==> src/rtl/ysyx_23060061_ifu_pkg.sv <==
// ysyx_23060061_ifu_pkg: shared FSM encodings and constants for the fetch unit.
package ysyx_23060061_ifu_pkg;
  typedef enum logic [2:0] {
    IFU_IDLE,
    IFU_REQ,
    IFU_RESP,
    IFU_ISSUE,
    IFU_WAIT_NPC,
    IFU_HALT
  } ifu_state_e;
  localparam logic [1:0] RESP_OKAY = 2'b00;
  localparam logic [31:0] DEFAULT_RESET_PC = 32'h8000_0000;
endpackage

==> src/rtl/ysyx_23060061_pc_reg.sv <==
// ysyx_23060061_pc_reg: loadable PC register, async active-low reset to RESET_PC.
module ysyx_23060061_pc_reg #(
  parameter int XLEN = 32,
  parameter logic [XLEN-1:0] RESET_PC = '0
) (
  input  logic            clk,
  input  logic            rst_n,
  input  logic            load_i,
  input  logic [XLEN-1:0] d_i,
  output logic [XLEN-1:0] q_o
);
  always_ff @(posedge clk or negedge rst_n)
    if (!rst_n) q_o <= RESET_PC;
    else if (load_i) q_o <= d_i;
endmodule

==> src/rtl/ysyx_23060061_ifu.sv <==
// ysyx_23060061_ifu: single-issue fetch unit, one AR/R read per instruction,
// valid/ready hand-off to decode, then waits for the next PC.
module ysyx_23060061_ifu
  import ysyx_23060061_ifu_pkg::*;
#(
  parameter int XLEN = 32,
  parameter logic [XLEN-1:0] RESET_PC = XLEN'(DEFAULT_RESET_PC)
) (
  input  logic            clk,
  input  logic            rst_n,
  output logic [XLEN-1:0] araddr,
  output logic            arvalid,
  input  logic            arready,
  input  logic [XLEN-1:0] rdata,
  input  logic [1:0]      rresp,
  input  logic            rvalid,
  output logic            rready,
  output logic [XLEN-1:0] inst,
  output logic [XLEN-1:0] inst_pc,
  output logic            inst_valid,
  input  logic            inst_ready,
  input  logic [XLEN-1:0] npc,
  input  logic            npc_valid,
  output logic            fault,
  output logic [31:0]     fetch_cnt
);
  ifu_state_e      state_q;
  logic [XLEN-1:0] inst_q;
  logic [XLEN-1:0] pc_q;
  logic            fault_q;
  logic [31:0]     cnt_q;
  logic            npc_ok;
  logic            pc_load;
  assign npc_ok  = npc[1:0] == 2'b00;
  // npc is only taken together with (or after) the decode hand-off
  assign pc_load = npc_valid && npc_ok &&
                   ((state_q == IFU_ISSUE && inst_ready) || state_q == IFU_WAIT_NPC);
  ysyx_23060061_pc_reg #(.XLEN(XLEN), .RESET_PC(RESET_PC)) u_pc (
    .clk   (clk),
    .rst_n (rst_n),
    .load_i(pc_load),
    .d_i   (npc),
    .q_o   (pc_q)
  );
  always_ff @(posedge clk or negedge rst_n)
    if (!rst_n) begin
      state_q <= IFU_IDLE;
      inst_q  <= '0;
      fault_q <= 1'b0;
      cnt_q   <= '0;
    end else begin
      case (state_q)
        IFU_IDLE: state_q <= IFU_REQ;
        IFU_REQ:  if (arready) state_q <= IFU_RESP;
        IFU_RESP:
          if (rvalid) begin
            if (rresp == RESP_OKAY) begin
              inst_q  <= rdata;
              state_q <= IFU_ISSUE;
            end else begin
              fault_q <= 1'b1;
              state_q <= IFU_HALT;
            end
          end
        IFU_ISSUE:
          if (inst_ready) begin
            cnt_q   <= cnt_q + 32'd1;
            state_q <= !npc_valid ? IFU_WAIT_NPC : npc_ok ? IFU_REQ : IFU_HALT;
            if (npc_valid && !npc_ok) fault_q <= 1'b1;
          end
        IFU_WAIT_NPC:
          if (npc_valid) begin
            state_q <= npc_ok ? IFU_REQ : IFU_HALT;
            if (!npc_ok) fault_q <= 1'b1;
          end
        default: state_q <= IFU_HALT;
      endcase
    end
  assign araddr     = pc_q;
  assign arvalid    = state_q == IFU_REQ;
  assign rready     = state_q == IFU_RESP;
  assign inst_valid = state_q == IFU_ISSUE;
  assign inst       = inst_q;
  assign inst_pc    = pc_q;
  assign fault      = fault_q;
  assign fetch_cnt  = cnt_q;
endmodule
==> config.mk <==
export PLATFORM = sky130hd
export DESIGN_NAME = ysyx_23060061_ifu
export DESIGN_NICKNAME = d
export VERILOG_FILES = /design/src/rtl/ysyx_23060061_ifu_pkg.sv /design/src/rtl/ysyx_23060061_pc_reg.sv /design/src/rtl/ysyx_23060061_ifu.sv
export SDC_FILE = /design/constraint.sdc
export NUM_CORES = 1
export LEC_CHECK = 0
export CORE_UTILIZATION = 38
export DETAILED_ROUTE_END_ITERATION = 16
export PLACE_DENSITY = 0.75
export SLEW_MARGIN = 40
export SYNTH_ARGS = -nofsm -noshare
export SYNTH_HDL_FRONTEND = slang
export SYNTH_SLANG_ARGS = --single-unit
==> constraint.sdc <==
create_clock -name clk -period 1.8 [get_ports clk]
set_input_delay 0.27 -clock clk [delete_from_list [all_inputs] [get_ports clk]]
set_output_delay 0.27 -clock clk [all_outputs]
set_load 0.02 [all_outputs]
# Word-level counts from Yosys, hierarchy flattened
# Index checks and enable logic that the tools add are counted.
[op_classes]
addsub = 1
n_eq_ne = 11
mux = 15
reduce_logical = 14
[ops]
columns = ["operator", "n"]
rows = [
  ["$add A32 B1 Y32 const B", 1],
  ["$mux W3", 7],
  ["$pmux W3 S5", 1],
  ["$ne A2 B2 Y1 const B", 4],
  ["$reduce_and A7 Y1", 1],
  ["$eq A3 B2 Y1 const B", 2],
  ["$mux W1", 6],
  ["$ne A2 B1 Y1 const B", 3],
  ["$logic_and A1 B1 Y1", 4],
  ["$logic_not A2 Y1", 2],
  ["$reduce_and A4 Y1", 1],
  ["$eq A3 B1 Y1 const B", 1],
  ["$eq A3 B3 Y1 const B", 1],
  ["$logic_not A3 Y1", 1],
  ["$pmux W1 S3", 1],
  ["$reduce_and A3 Y1", 1],
  ["$reduce_bool A3 Y1", 1],
  ["$reduce_and A2 Y1", 1],
  ["$logic_not A1 Y1", 1],
  ["$logic_or A1 B1 Y1", 1],
]
[totals]
regBits = 100
input_bits = 72
output_inout_bits = 132
elab_cells = 46

# Depth between registers and ports, before layout
# Gate-level depths: netlist of the first run.
[depth]
ltp_word = 6
mapped_depth = 5
ltp_nobuf = 5

# Hierarchy
# From an unflattened synthesis of the first run, not the netlist that was laid out.
[unflattened]
hier_cells = 340
hier_area_um2 = 4639.4
[by_module_without_submodules]
columns = ["module", "instances", "cells_each", "area_each_um2", "seq_area_each_um2"]
rows = [
  ["ysyx_23060061_ifu", 1, 272, 3293.2, 1701.6],
  ["ysyx_23060061_pc_reg", 1, 68, 1346.3, 802.0],
]

# Least setup slack after synthesis of the first run
# No wires, ideal clock.
[synth_timing]
kind = "register -> register"
start = "register cnt_q[14], in the netlist fetch_cnt[14]"
end = "register cnt_q[28], in the netlist fetch_cnt[28]"
setup_time_ns = 0.080
t_arrival_ns = 1.791
t_required_ns = 1.720
setup_slack_ns = -0.071
stages_incl_launch_ff = 6
n_path_buf = 1
period_less_slack_ns = 1.871
path_cell_list = "dfrtp_1 -> nand4_2 -> or4_4 -> buf_6 -> nor4b_2 -> xor2_1"
[synth_via]
elab_chain_len = 1
[synth_lines]
columns = ["element", "line", "rtl"]
rows = [
  ["start, declared", "ysyx_23060061_ifu.sv:31", "logic [31:0] cnt_q;"],
  ["start signal, assigned", "ysyx_23060061_ifu.sv:67", "cnt_q <= cnt_q + 32'd1;"],
  ["$add A32 B1 Y32", "ysyx_23060061_ifu.sv:67", ""],
]
# No other way between the ends.
# A chain may end at the register's enable or synchronous reset.

# Final worst setup path of the first run
[layout_timing]
start = "register u_pc.q_o[31]"
end = "output araddr[31]"
[layout_rtl]
columns = ["element", "line", "rtl"]
rows = [
  ["start, declared", "ysyx_23060061_pc_reg.sv:10", "output logic [XLEN-1:0] q_o"],
  ["start signal, assigned", "ysyx_23060061_pc_reg.sv:14", "else if (load_i) q_o <= d_i;"],
  ["end, declared", "ysyx_23060061_ifu.sv:11", "output logic [XLEN-1:0] araddr,"],
]
# No word-level cell between the ends.

==> results of run 1 <==
[sequential cells by signal (all words and copies together), names as in the netlist]
signal     cells
u_pc.q_o      32
fault          1
inst          32
fetch_cnt     32
state_q        3
[what timing repair did]
item	4_1_cts	5_1_grt
gates resized for setup	5	9
setup endpoints to repair	4	16
pin swaps	0	1
endpoints found under the hold margin	28	0
buffers inserted	0	2
hold buffers	1	0
[placed cells by master (no fill, tap or decap), drive strengths merged, types with 3 or more instances in the layout]
cell           synthesis  routed
clkinvlp               0       5
and2                   4       4
dfrtp                 99      99
nand2                 15      15
nand4                  9       9
nor3                   8       8
nor4                  10      10
nor4b                  5       5
and4                   3       3
nor2                  11      11
buf                   39      33
xor2                  17      17
mux2                  62      62
inv                    6       7
nor2b                  3       3
xnor2                 14      14
o21ai                  4       4
nand3                 12      12
clkdlybuf4s50          0     199
clkbuf                 5      10
[cells in the mapped netlist, types with 2 or more instances]
| master | n | share of area, % |
|---|---|---|
| a21oi_1 | 2 | 0.22 |
| a21o_1 | 2 | 0.34 |
| nor2_1 | 11 | 0.92 |
| nor2b_1 | 3 | 0.42 |
| mux2_2 | 58 | 15 |
| buf_2 | 4 | 0.45 |
| and4_1 | 2 | 0.39 |
| clkbuf_1 | 5 | 0.42 |
| nand2b_1 | 2 | 0.28 |
| xor2_1 | 17 | 3.3 |
| nor4b_1 | 4 | 0.78 |
| nor3_1 | 8 | 0.90 |
| o21ai_0 | 4 | 0.45 |
| and2_1 | 4 | 0.56 |
| nand2_1 | 15 | 1.3 |
| nor4_1 | 4 | 0.56 |
| nand3_1 | 11 | 1.2 |
| buf_4 | 32 | 5.4 |
| mux2_1 | 4 | 1.0 |
| nor4_2 | 6 | 1.7 |
| xnor2_1 | 14 | 2.7 |
| inv_1 | 6 | 0.50 |
| dfrtp_1 | 99 | 55 |
| buf_1 | 2 | 0.17 |
| nand4_1 | 7 | 0.98 |
[per-layer routing]
layer | wire (µm) | GRT usage [%] | vias up
met5 | 0 | 0 | -
met4 | 132 | 6.84 | 0
met3 | 733 | 4.72 | 12
met2 | 5400 | 29.8 | 138
met1 | 4440 | 21.6 | 1668
li1 | - | - | 1590
[report_power, final]
group          internal, mW  leakage, nW  switching [mW]
sequential             2.75         1.29           0.406
combinational          1.96         1.66            1.70
clock                  1.08        0.130           0.860
total                  5.79         3.08            2.96
[kinds of logic (layout without fill, tap and decap cells)]
kind of cell | after synthesis | in the layout | share of synthesized area (%)
compound gates | 13 | 13 | 1.93
xor+xnor | 31 | 31 | 6.08
fa+ha+maj | 1 | 1 | 0.280
buf+inv | 50 | 258 | 7.17
flops | 100 | 100 | 56.1
mux | 62 | 62 | 15.6
simple gates | 89 | 89 | 12.9
[through the flow]
stage,util [%],setup WS [ns]
finish,61.5,0.0511
floorplan,-,0.00601
global placement,58.3,-0.231
global route,61.5,-0.0258
detailed placement,58.3,-0.294
CTS,61.1,-0.0138
[layout make-up]
| type | count | share of cell area [%] |
|---|---|---|
| multi-input cells | 196 | 23.9 |
| inverters | 6 | 0.321 |
| flip-flops and latches | 100 | 35.8 |
| clock inverters | 7 | 1.09 |
| clock buffers | 9 | 3.21 |
| repair buffers | 236 | 33.1 |
| well taps | 143 | 2.55 |
[how the worst min path moves through the flow]
stage                          endpoint  slack [ns]  cells after the start
after floorplan                   fault       -0.03                      0
after global placement    fetch_cnt[10]        0.24                      1
after detailed placement  fetch_cnt[10]        0.24                      1
after CTS                 fetch_cnt[10]        0.43                      2
after global routing      fetch_cnt[12]        0.46                      2
final                     fetch_cnt[12]        0.41                      2
==> flow_summary.toml, run 1 <==
[setup_path]
reg2reg_from = "fetch_cnt[16]"
crit_type = "reg -> out"
critPathArrivalTime_ns = 1.48
crit_required_ns = 1.53
path_buf_inv = 1
critPathCaptureType = "output pin"
cp-start-kind = "flip-flop"
r2r-end = "fetch_cnt[27]"
critPathMaxFanout = 3
critical-path-top-delay-family = "buffers and inverters"
r2r_setup_slack_ns = 0.08
crit_end = "araddr[31]"
cp.depth = 1
slowest_stage = "clkdlybuf4s50_1"
ff2ff_path_depth = 4
crit_chain = "clkdlybuf4s50_1"
startpoint = "u_pc.q_o[31]"
slowest_delay_ns = 0.61

[logic_synthesis]
ys_async_sr_fraction_pct = 100
syn_area_per_cell_um2 = 12.9
yosys_warnings = 0
syn-instance-count = 346
synth_seq_cells = 100
synth_top_flop_cell = "dfrtp_1"
syn_nets = 419
synth_enable_flop_cells = 0
seq_area_frac_synth_pct = 56.1
mappedNetlistArea_mm2 = 0.00447
ys_types = 45

[place]
dp_hpwl_um = 8040
portBuffers = 203
dpl_cell_area_mm2 = 0.00666
placed_cells = 678
gp_congestion = 0.808

[layout]
final_layout_size_suffix_gt1_share_pct = 24.2
final_nets = 622
layoutNonFillerInstCount = 697
postLayoutCellArea_mm2 = 0.00702
seqCellArea_mm2 = 0.00251
antenna_cells = 0
multiInputGateArea_mm2 = 0.00168
num-fill-cells = 926
areaGrowthSynthToFinish_pct = 57.1

[timing]
hold_viol_final = 0
tns_ns = 0
worst_pin_slew_ns = 0.430
timing.fmax_mhz = 572
setup_viol = 0
slew_viol_final = 0
fin_hold_ws_ns = 0.411
finClkSkew_ns = 0.00619
finalCriticalPeriod_ns = 1.75
min_period_over_period_pct = 97.2
max_slew_margin_pct = 70.9

[die]
fp-row-count = 39
core_mm2 = 0.0114
dieArea_mm2 = 0.0122
io_pins = 204
die_h_um = 110
die_w_um = 110
start_util_pct = 39.1

[global_routing]
grt_pass1_wl_um = 17500
antenna_found_initial = 0
grt_max_degree = 38
grt_util_all_layers_pct = 17.7
grt_overflow = 0
grt_pass1_vias = 3585

[clock_network]
cts_root_buf = "clkbuf_16"
cts_inserted_buffers = 9
cts_tree = "yes"
cts.sinks = 100
path_clk_slew_ns = 0.07
htreeDepth = 3
worstSkewPairLatency_ns = 0.34
cts_buffer_depth = 2

[drt]
wirelength_um = 10700
wire_per_inst_um = 15.4
drt_iter0_markers = 82
num_vias = 3408
first_pass_iters = 4
vias_per_cell = 4.89
antenna_left = 0
drt_drc_violations_left = 0

[power]
peakVddDrop_v = 0.00102
total_power_mw = 8.76
power_density_mw_per_mm2 = 1250
p_leak_nw = 3.08

[hold_path]
min_path_type = "in -> async"

[status]
status = "complete, no violations"

[flow_run]
maxCapViolCount = 0
Note: power is estimated with default switching activity, not from simulation.
==> run 2, diff against run 1 <==
--- a/config.mk
+++ b/config.mk
@@ -5,9 +5,12 @@
 export SDC_FILE = /design/constraint.sdc
 export NUM_CORES = 1
 export LEC_CHECK = 0
-export CORE_UTILIZATION = 38
+export CELL_PAD_IN_SITES_DETAIL_PLACEMENT = 0
+export CELL_PAD_IN_SITES_GLOBAL_PLACEMENT = 1
+export CORE_UTILIZATION = 43
 export DETAILED_ROUTE_END_ITERATION = 16
-export PLACE_DENSITY = 0.75
+export DONT_BUFFER_PORTS = 1
+export PLACE_DENSITY = 0.72
 export SLEW_MARGIN = 40
 export SYNTH_ARGS = -nofsm -noshare
 export SYNTH_HDL_FRONTEND = slang
==> run 2 against run 1 <==
Compared with the run above:
- the run now ends with hold timing left
- highest routed layer unchanged
- routed wire length shrank 15%
- sequential cell count is the same
- sequential power is 32% higher
- non-clock buffer count is 187 lower
- largest cell class unchanged
- clock skew up 0.0015 ns
- core utilization shrank 11 points
- total power shrank 27%
- critical path depth grew 4
- global-route usage shrank 0.25 points
- worst setup slack improved by 0.0028 ns
- maximum frequency grew 0.16%
==> flow_summary.toml, run 2 (same netlist as run 1, synthesis figures left out) <==
[clock_network]
cts_tree = "yes"
cts_root_buf = "clkbuf_8"
htreeDepth = 3
cts_inserted_buffers = 9
worstSkewPairLatency_ns = 0.36
cts_buffer_depth = 2
path_clk_slew_ns = 0.11
cts.sinks = 100

[global_routing]
grt.busiest_layer = "met2"
grt_max_degree = 101
met1_usage_pct = 20.9
grt_use_met3_pct = 5.95
antenna_found_initial = 0
grt_util_all_layers_pct = 17.4
grt_overflow = 0
grt_util_met2_pct = 29.3
grt_pass1_wl_um = 14800
grt_pass1_vias = 2851

[layout]
final_layout_size_suffix_gt1_share_pct = 38.4
multiInputGateArea_mm2 = 0.00166
layout_commonest_cell = "dfrtp_1"
final_nets = 435
areaGrowthSynthToFinish_pct = 10.8
seqCellArea_mm2 = 0.00251
final_cell_mix = "95 x dfrtp_1, 58 x mux2_2, 46 x buf_4"
antenna_cells = 0
num-fill-cells = 876
post-route-util_pct = 50.0

[drt]
vias_per_cell = 5.35
antenna_left = 0
wire_per_inst_um = 18.1
drt_iter0_markers = 98
wirelength_um = 9060
first_pass_iters = 4
drt_drc_violations_left = 0
num_vias = 2675

[setup_path]
cp-start-kind = "flip-flop"
crit_chain = "nand4_2 > or4_4 > buf_12 > nor4_2 > xor2_1"
critical-path-top-delay-family = "simple AND/OR/NAND/NOR gates"
crit_required_ns = 2.09
slowest_delay_ns = 0.52
critPathCaptureType = "flip-flop"
r2r_setup_slack_ns = 0.05
crit_type = "reg -> reg"
critPathArrivalTime_ns = 2.04
critPathMaxFanout = 7
slowest_stage = "or4_4"
path_buf_inv = 1

[timing]
fin_hold_ws_ns = -0.415
min_period_over_period_pct = 97.0
max_slew_margin_pct = 69.9
finClkSkew_ns = 0.00773
setup_viol = 0
timing.fmax_mhz = 573
hold_viol_final = 100
worst_pin_slew_ns = 0.451
slew_viol_final = 0
finalCriticalPeriod_ns = 1.75

[die]
die_h_um = 104
die_w_um = 104
core_mm2 = 0.00991
fp-row-count = 36
dieArea_mm2 = 0.0108
io_pins = 204
start_util_pct = 45.1

[power]
p_comb_share_pct = 13.5
p_switching_mw = 2.64
power_density_mw_per_mm2 = 1290
pwr-share-clk_pct = 21.4
cellInternalPower_mw = 3.77
total_power_mw = 6.41
peakVddDrop_v = 0.000609
netSwitchingFraction_pct = 41.2
p_leak_nw = 2.38
p_seq_share_pct = 65.1

[place]
gp_congestion = 0.778
portBuffers = 0
dp_hpwl_um = 6570

[flow_run]
maxCapViolCount = 0

[status]
violations = "hold timing"
status = "finished with violations"

[hold_path]
min_path_type = "in -> async"
run 2: layer usage:
layer  vias up  wire length (µm)
met3        12               777
met1      1337              3580
met4         0               119
li1       1201                 -
met2       125              4580
met5         -                 0
run 2: per-stage QoR:
step / setup slack (ns) / cells / setup TNS (ns) / cell area [µm²]
floorplan: 0.00601 / 346 / 0 / 4470
global placement: 0.112 / 476 / 0 / 4690
detailed placement: 0.0607 / 476 / 0 / 4690
CTS: 0.0287 / 492 / 0 / 4870
global route: -0.0291 / 500 / -0.0556 / 4950
finish: 0.0539 / 500 / 0 / 4950
run 2: path summary, 6_finish.rpt:
kind,startpoint,endpoint,cells after the start
max in group asynchronous,rst_n,u_pc.q_o[31],0
worst min-delay path,rst_n,u_pc.q_o[6],0
worst max-delay path,fetch_cnt[14],fetch_cnt[30],5
worst max register to register,fetch_cnt[14],fetch_cnt[30],5
min in group clk,arready,state_q[1],1
worst min register to register,fetch_cnt[17],fetch_cnt[17],2
run 2: worst register-to-register path: cells and delay by family, from the launching register on:
kind                   cells  cell delay [ns]
XOR/XNOR                   1             0.17
buffers and inverters      1             0.17
flip-flops                 1             0.39
AND/OR/NAND/NOR            3             0.95
run 2: layout make-up:
class	count	share of cell area [%]
multi-input combinational	196	33.6
clock buffer	10	2.58
timing repair buffer	49	8.19
tap	133	3.36
sequential	100	50.7
clock inverter	6	1.16
inverter	6	0.455
run 2: repair_timing:
item                                    CTS  global route
resized for setup                         0             2
buffers inserted                          0             8
endpoints found under the setup margin    0             7
hold endpoints to repair                100           100
run 2: power by group through the flow:
stage | sequential [mW] | clock, mW | combinational (mW)
after detailed placement | 4.23 | 0 | 0.875
after global placement | 4.22 | 0 | 0.836
after CTS | 4.18 | 1.43 | 0.876
after global routing | 4.25 | 1.52 | 0.958
after floorplan | 3.67 | 0 | 1.61
final | 4.17 | 1.37 | 0.866
